===== config.mk =====
export PLATFORM = sky130hd
export DESIGN_NAME = skinny_sbox8_ti2_layer_seq_flat
export DESIGN_NICKNAME = d
export VERILOG_FILES = /design/src/rtl/skinny_sbox8_ti2_layer_seq_if.sv /design/src/rtl/skinny_sbox8_ti2_layer_seq.sv /design/src/flat_wrapper.sv
export SDC_FILE = /design/constraint.sdc
export NUM_CORES = 2
export LEC_CHECK = 0
export BUFFER_PORTS_ARGS = -buffer_cell sky130_fd_sc_hd__buf_2
export CORE_AREA = 5 5 372 374
export DETAILED_ROUTE_END_ITERATION = 16
export DIE_AREA = 0 0 377 379
export GPL_TIMING_DRIVEN = 0
export SKIP_CTS_REPAIR_TIMING = 1
export SLEW_MARGIN = 25
export SYNTH_ARGS = -nofsm -noshare
export SYNTH_HDL_FRONTEND = slang
export SYNTH_SLANG_ARGS = --single-unit

===== constraint.sdc =====
create_clock -name clk -period 43.8 [get_ports clk]
set_clock_uncertainty 0.05 [all_clocks]
set_input_delay 6.57 -clock clk [delete_from_list [all_inputs] [get_ports clk]]
set_output_delay 6.57 -clock clk [all_outputs]
set_load 0.005 [all_outputs]

===== src/rtl/skinny_sbox8_ti2_layer_seq_if.sv =====
// Port bundle between the SubCells layer sequencer and its environment (round controller, TI S-box, randomness).
// The slave modport is the sequencer side. The master modport is the side that drives start, state, S-box output and randomness.
interface skinny_sbox8_ti2_layer_seq_if #(
    parameter int RW = 32
) ();
    logic           start;
    logic [383:0]   s_in;
    logic           busy;
    logic           done;
    logic [383:0]   s_out;
    logic [23:0]    sbox_x;
    logic [RW-1:0]  sbox_r;
    logic [23:0]    sbox_y;
    logic [RW-1:0]  rnd_in;
    logic [63:0]    seed;
    logic           seed_ld;

    modport master (
        output start, s_in, sbox_y, rnd_in, seed, seed_ld,
        input  busy, done, s_out, sbox_x, sbox_r
    );

    modport slave (
        input  start, s_in, sbox_y, rnd_in, seed, seed_ld,
        output busy, done, s_out, sbox_x, sbox_r
    );
endinterface


===== src/rtl/skinny_sbox8_ti2_layer_seq.sv =====
// Streams a 3-share 128-bit state byte by byte through one non-pipelined TI S-box and writes the output shares back.
// Latency: 16*(SBOX_LAT+1)+1 cycles from the accepted start to the done pulse. No backpressure; start is ignored while busy.
// The internal PRNG is built only when SKINNY_TI2_PRNG_EN is defined. Otherwise sbox_r is rnd_in delayed by one register.
module skinny_sbox8_ti2_layer_seq #(
    parameter int SBOX_LAT = 4,
    parameter int RW       = 32
) (
    input  logic                            clk,
    input  logic                            rst,
    skinny_sbox8_ti2_layer_seq_if.slave     io
);
    typedef enum logic [1:0] {IDLE, RUN, DONE} state_t;

    localparam logic [3:0] LAT = 4'(SBOX_LAT);

    state_t       state;
    logic [127:0] w0, w1, w2;
    logic [3:0]   idx;
    logic [3:0]   wcnt;
    logic [3:0]   nidx;

    assign nidx = idx + 4'd1;

    always_ff @(posedge clk or posedge rst) begin
        if (rst) begin
            state     <= IDLE;
            w0        <= '0;
            w1        <= '0;
            w2        <= '0;
            idx       <= '0;
            wcnt      <= '0;
            io.busy   <= 1'b0;
            io.done   <= 1'b0;
            io.s_out  <= '0;
            io.sbox_x <= '0;
        end else begin
            io.done <= 1'b0;
            case (state)
                IDLE: begin
                    if (io.start) begin
                        w0        <= io.s_in[127:0];
                        w1        <= io.s_in[255:128];
                        w2        <= io.s_in[383:256];
                        idx       <= '0;
                        wcnt      <= '0;
                        io.sbox_x <= {io.s_in[263:256], io.s_in[135:128], io.s_in[7:0]};
                        io.busy   <= 1'b1;
                        state     <= RUN;
                    end
                end
                RUN: begin
                    if (wcnt == LAT) begin
                        // Each share path stays separate: sh0 goes back to share0, and so on.
                        w0[{idx, 3'b000} +: 8] <= io.sbox_y[7:0];
                        w1[{idx, 3'b000} +: 8] <= io.sbox_y[15:8];
                        w2[{idx, 3'b000} +: 8] <= io.sbox_y[23:16];
                        wcnt <= '0;
                        if (idx == 4'd15) begin
                            state <= DONE;
                        end else begin
                            idx       <= nidx;
                            io.sbox_x <= {w2[{nidx, 3'b000} +: 8],
                                          w1[{nidx, 3'b000} +: 8],
                                          w0[{nidx, 3'b000} +: 8]};
                        end
                    end else begin
                        wcnt <= wcnt + 4'd1;
                    end
                end
                DONE: begin
                    io.s_out <= {w2, w1, w0};
                    io.done  <= 1'b1;
                    io.busy  <= 1'b0;
                    state    <= IDLE;
                end
                default: state <= IDLE;
            endcase
        end
    end

`ifdef SKINNY_TI2_PRNG_EN
    localparam logic [63:0] PRNG_INIT = 64'h0123_4567_89AB_CDEF;

    logic [63:0] lfsr;
    logic        unused_ok;

    // Galois LFSR for x^64+x^4+x^3+x+1, advanced RW steps per clock.
    function automatic logic [63:0] lfsr_adv(input logic [63:0] s);
        logic [63:0] t;
        t = s;
        for (int i = 0; i < RW; i++) begin
            t = {t[62:0], 1'b0} ^ (t[63] ? 64'h1B : 64'h0);
        end
        return t;
    endfunction

    always_ff @(posedge clk or posedge rst) begin
        if (rst) begin
            lfsr <= PRNG_INIT;
        end else if (io.seed_ld) begin
            lfsr <= (io.seed == 64'h0) ? PRNG_INIT : io.seed;
        end else begin
            lfsr <= lfsr_adv(lfsr);
        end
    end

    assign io.sbox_r = lfsr[RW-1:0];
    assign unused_ok = ^io.rnd_in;
`else
    logic [RW-1:0] rnd_q;
    logic          unused_ok;

    always_ff @(posedge clk or posedge rst) begin
        if (rst) begin
            rnd_q <= '0;
        end else begin
            rnd_q <= io.rnd_in;
        end
    end

    assign io.sbox_r = rnd_q;
    assign unused_ok = ^{io.seed, io.seed_ld};
`endif
endmodule


===== src/flat_wrapper.sv =====
// flat-port wrapper written by rule: the top's interface ports become plain ports
module skinny_sbox8_ti2_layer_seq_flat 
#(
    parameter int SBOX_LAT = 4,
    parameter int RW       = 32
)
  (clk, rst, io_start, io_s_in, io_sbox_y, io_rnd_in, io_seed, io_seed_ld, io_busy, io_done, io_s_out, io_sbox_x, io_sbox_r);
  skinny_sbox8_ti2_layer_seq_if #(.RW(RW)) io_i ();
  input  logic clk;
  input  logic rst;
  input wire logic [$bits(io_i.start)-1:0] io_start;
  input wire logic [$bits(io_i.s_in)-1:0] io_s_in;
  input wire logic [$bits(io_i.sbox_y)-1:0] io_sbox_y;
  input wire logic [$bits(io_i.rnd_in)-1:0] io_rnd_in;
  input wire logic [$bits(io_i.seed)-1:0] io_seed;
  input wire logic [$bits(io_i.seed_ld)-1:0] io_seed_ld;
  output wire logic [$bits(io_i.busy)-1:0] io_busy;
  output wire logic [$bits(io_i.done)-1:0] io_done;
  output wire logic [$bits(io_i.s_out)-1:0] io_s_out;
  output wire logic [$bits(io_i.sbox_x)-1:0] io_sbox_x;
  output wire logic [$bits(io_i.sbox_r)-1:0] io_sbox_r;
  assign io_i.start = io_start;
  assign io_i.s_in = io_s_in;
  assign io_i.sbox_y = io_sbox_y;
  assign io_i.rnd_in = io_rnd_in;
  assign io_i.seed = io_seed;
  assign io_i.seed_ld = io_seed_ld;
  assign io_busy = io_i.busy;
  assign io_done = io_i.done;
  assign io_s_out = io_i.s_out;
  assign io_sbox_x = io_i.sbox_x;
  assign io_sbox_r = io_i.sbox_r;
  skinny_sbox8_ti2_layer_seq #(.SBOX_LAT(SBOX_LAT), .RW(RW)) u_core (.clk(clk), .rst(rst), .io(io_i));
endmodule

==> reports/metrics.cfg <==
[timing]
tns_ns = 0
finalCritPeriodShare_pct = 19.51
maxSlewViolCount = 0
fmax_ghz = 0.1170
setup-violations-final = 0
fin_ws_ns = 35.26
maxSlewHeadroom_pct = 17.90
finalCriticalPeriod_ns = 8.544
finalHoldViolCount = 0
rsz0062_at_grt = false
tightestPinTransition_ns = 1.232

[yosys]
synth_top_family_by_area = compound AO/OA/AOI/OAI gates
yosysTopAreaCellShare_pct = 54.64
ys_ff_latch = 836
yosysSeqAreaShare_pct = 54.64
yosys.area_share.simple_pct = 14.38
synth_nets = 4135
post_synth.cell_area_avg_um2 = 10.57
synthAdderAreaFrac_pct = 0.1961
synth_ff_type = dfrtp_1
yosys.cell_types.count = 63
synth_mux_area_share_pct = 8.339
yosysWarnings = 0
synth-edff-count = 0
synth_area_mm2 = 0.03829
async_flop_share_pct = 100.0
yosysTopAreaCell = dfrtp_1
synth-compound-area-share_pct = 18.08
syn-instance-count = 3621
synth_xor_area_share_pct = 0.06862
yosys-top-cells-area = dfrtp_1, nand2_1, mux4_2, o2bb2ai_1, a22o_1

[global_routing]
gr-total-overflow = 0
grt_pass1_wl_um = 296100
grt_pass1_vias = 35410
grtUsageTotal_pct = 30.25
grt_antenna_before_repair = 41
grt_max_degree = 97

[power_and_ir_drop]
irDropWorstVdd_mv = 0.03168
powerDensity_mw_per_mm2 = 59.05
power_leakage_nw = 24.42
finalPower_w = 0.002874

[placed_design]
placed_area_mm2 = 0.04526
io_buffers = 884
place_ws_ns = 34.51
gp_congestion = 0.9580
hpwl_um = 180100

[routing]
wire_per_inst_um = 34.26
routed_wl_um = 222800
firstDrtPassIters = 6
drt.antenna.violating_nets = 0
wl_met3_um = 20480
top_layer = met5
wl_met2_um = 102500
route.detailed.drc = 0
vias = 35650
viasPerCell = 5.482
drt_iter0_markers = 4025
wl_met1_um = 85840

[clocking]
cts.clk_slew.worst_paths_ns = 0.06
htree_num_levels = 3
clk_path_buf_depth = 3
root_buffer = clkbuf_16
cts_buffers = 100
clock_latency_ns = 0.73
cts_tree = yes
cts.sinks = 836

[setup_path]
worst_path_most_repeated_cell = buf_2
crit_required_ns = 44.31
cpLargestDelayFamily = buffers and inverters
worst-path-buf-inv = 4
worstPathArrival_ns = 9.06
crit_path_cell_trace = buf_2 > nand2b_1 > a21o_1 > buf_4 > buf_2 > clkbuf_1 > o2bb2ai_1
cpPeakStageDelay_ns = 0.83
end_kind = flop
path_max_fanout = 10
start_kind = input pin
slowest_stage = clkbuf_1
worst-setup-path-type = in2reg

[cells_and_area]
area_growth_pct = 27.11
final_design_area_no_fill_mm2 = 0.04867
fill_cells = 13810
layout_common_cells = nand2_1, buf_2, dfrtp_1, clkbuf_1, o2bb2ai_1
final_common_cell = nand2_1
nNetsFinal = 5133
final_util_pct = 36.15
drive_gt1_share_pct = 32.09

[job]
cap_violations = 0

[die]
ioPinCount = 950
die_w_um = 377
fp.dieH_um = 379
core-area_mm2 = 0.1346
dieArea_mm2 = 0.1429
fp-row-count = 135
start_util_pct = 28.44

[run_status]
run_status = finished, final reports clean

[min_path]
hold_path.class = reg2reg

-- cell type report --
cell class	instances	area [um2]	area share (%)
clock buffer	144	2882	5.921
timing repair buffer	896	4722	9.702
inverter	8	37.54	0.07712
buffer	329	1625	3.340
sequential	836	20920	42.98
clock inverter	41	473.0	0.9718
tap	1781	2228	4.579
multi-input combinational	2448	15730	32.32
antenna	21	52.55	0.1080
-- power breakdown --
part	switching [W]	leakage, nW	internal (W)
registers	0.000151	11.3	0.000889
logic	0.000611	11.5	0.000352
clock network	0.000365	1.65	0.000505
total	0.00113	24.4	0.00175
-- routing by layer --
metal  up-vias  track usage [%]
met2      2179            48.31
met3       517            8.228
met4        26            16.70
li1      14870                -
met1     18060            37.24
met5         -                0
-- flip-flops by register name (all words and copies together) (netlist names) --
register	cells
u_core.io.s_out	384
u_core.state	2
u_core.io.busy	1
u_core.io.sbox_x	24
u_core.w2	128
u_core.w0	128
u_core.w1	128
u_core.idx	4
u_core.io.done	1
u_core.io.sbox_r	32
u_core.wcnt	4
-- cell families after synthesis --
kind of cell / Yosys count
muxes: 185
xor gates and xnor gates: 3
DFF: 836
adders and majority gates: 6
and+or+nand+nor: 1426
AOI/OAI and AO/OA: 828
buffers and inverters: 337
-- worst reg2reg max path, stage by stage (launching register included) --
cell and delay, ns:
dfrtp_1 0.40, buf_4 0.19, inv_1 0.15, ha_1 0.28, buf_6 0.18, buf_6 0.19
buf_6 0.20, nor3_2 0.38, clkbuf_1 0.95, nand2_1 0.38, o21ai_0 0.43, a22o_1 0.19
-- path summary, 6_finish.rpt --
path / slack, ns / endpoint / from / cells after the start
min in group asynchronous: 5.83 / u_core.io.sbox_r[5] / rst / 2
max in group asynchronous: 35.45 / u_core.io.s_out[75] / rst / 7
setup reg to reg: 39.78 / u_core.w1[89] / u_core.idx[1] / 11
setup / recovery: 35.26 / u_core.w2[83] / io_start / 7
hold / removal: 0.42 / u_core.io.s_out[216] / u_core.io.s_out[216] / 2
hold reg to reg: 0.42 / u_core.io.s_out[216] / u_core.io.s_out[216] / 2
-- metrics by stage --
stage | hold WS, ns | instances
after CTS | 0.4217 | 6483
after global placement | 0.4054 | 6286
after global routing | 0.4360 | 6493
final | 0.4171 | 6504
after floorplan | 0.4015 | 3621
after detailed placement | 0.4065 | 6298
-- Yosys cell counts (all sizes together), types with 2 or more instances --
cell,n
nand2,1354
dfrtp,836
o2bb2ai,184
buf,181
clkbuf,148
a22o,137
o21ai,127
a32oi,120
mux4,96
mux2,88
a22oi,72
a2bb2oi,64
o22ai,50
a21oi,33
nor2,32
a31oi,25
a21o,9
inv,8
nand2b,8
ha,6
and3,5
nor2b,5
nor3,5
and3b,3
nand3,3
and2b,2
nor3b,2
or2,2
or3b,2
xor2,2
Power figures use the tool's default switching activity.
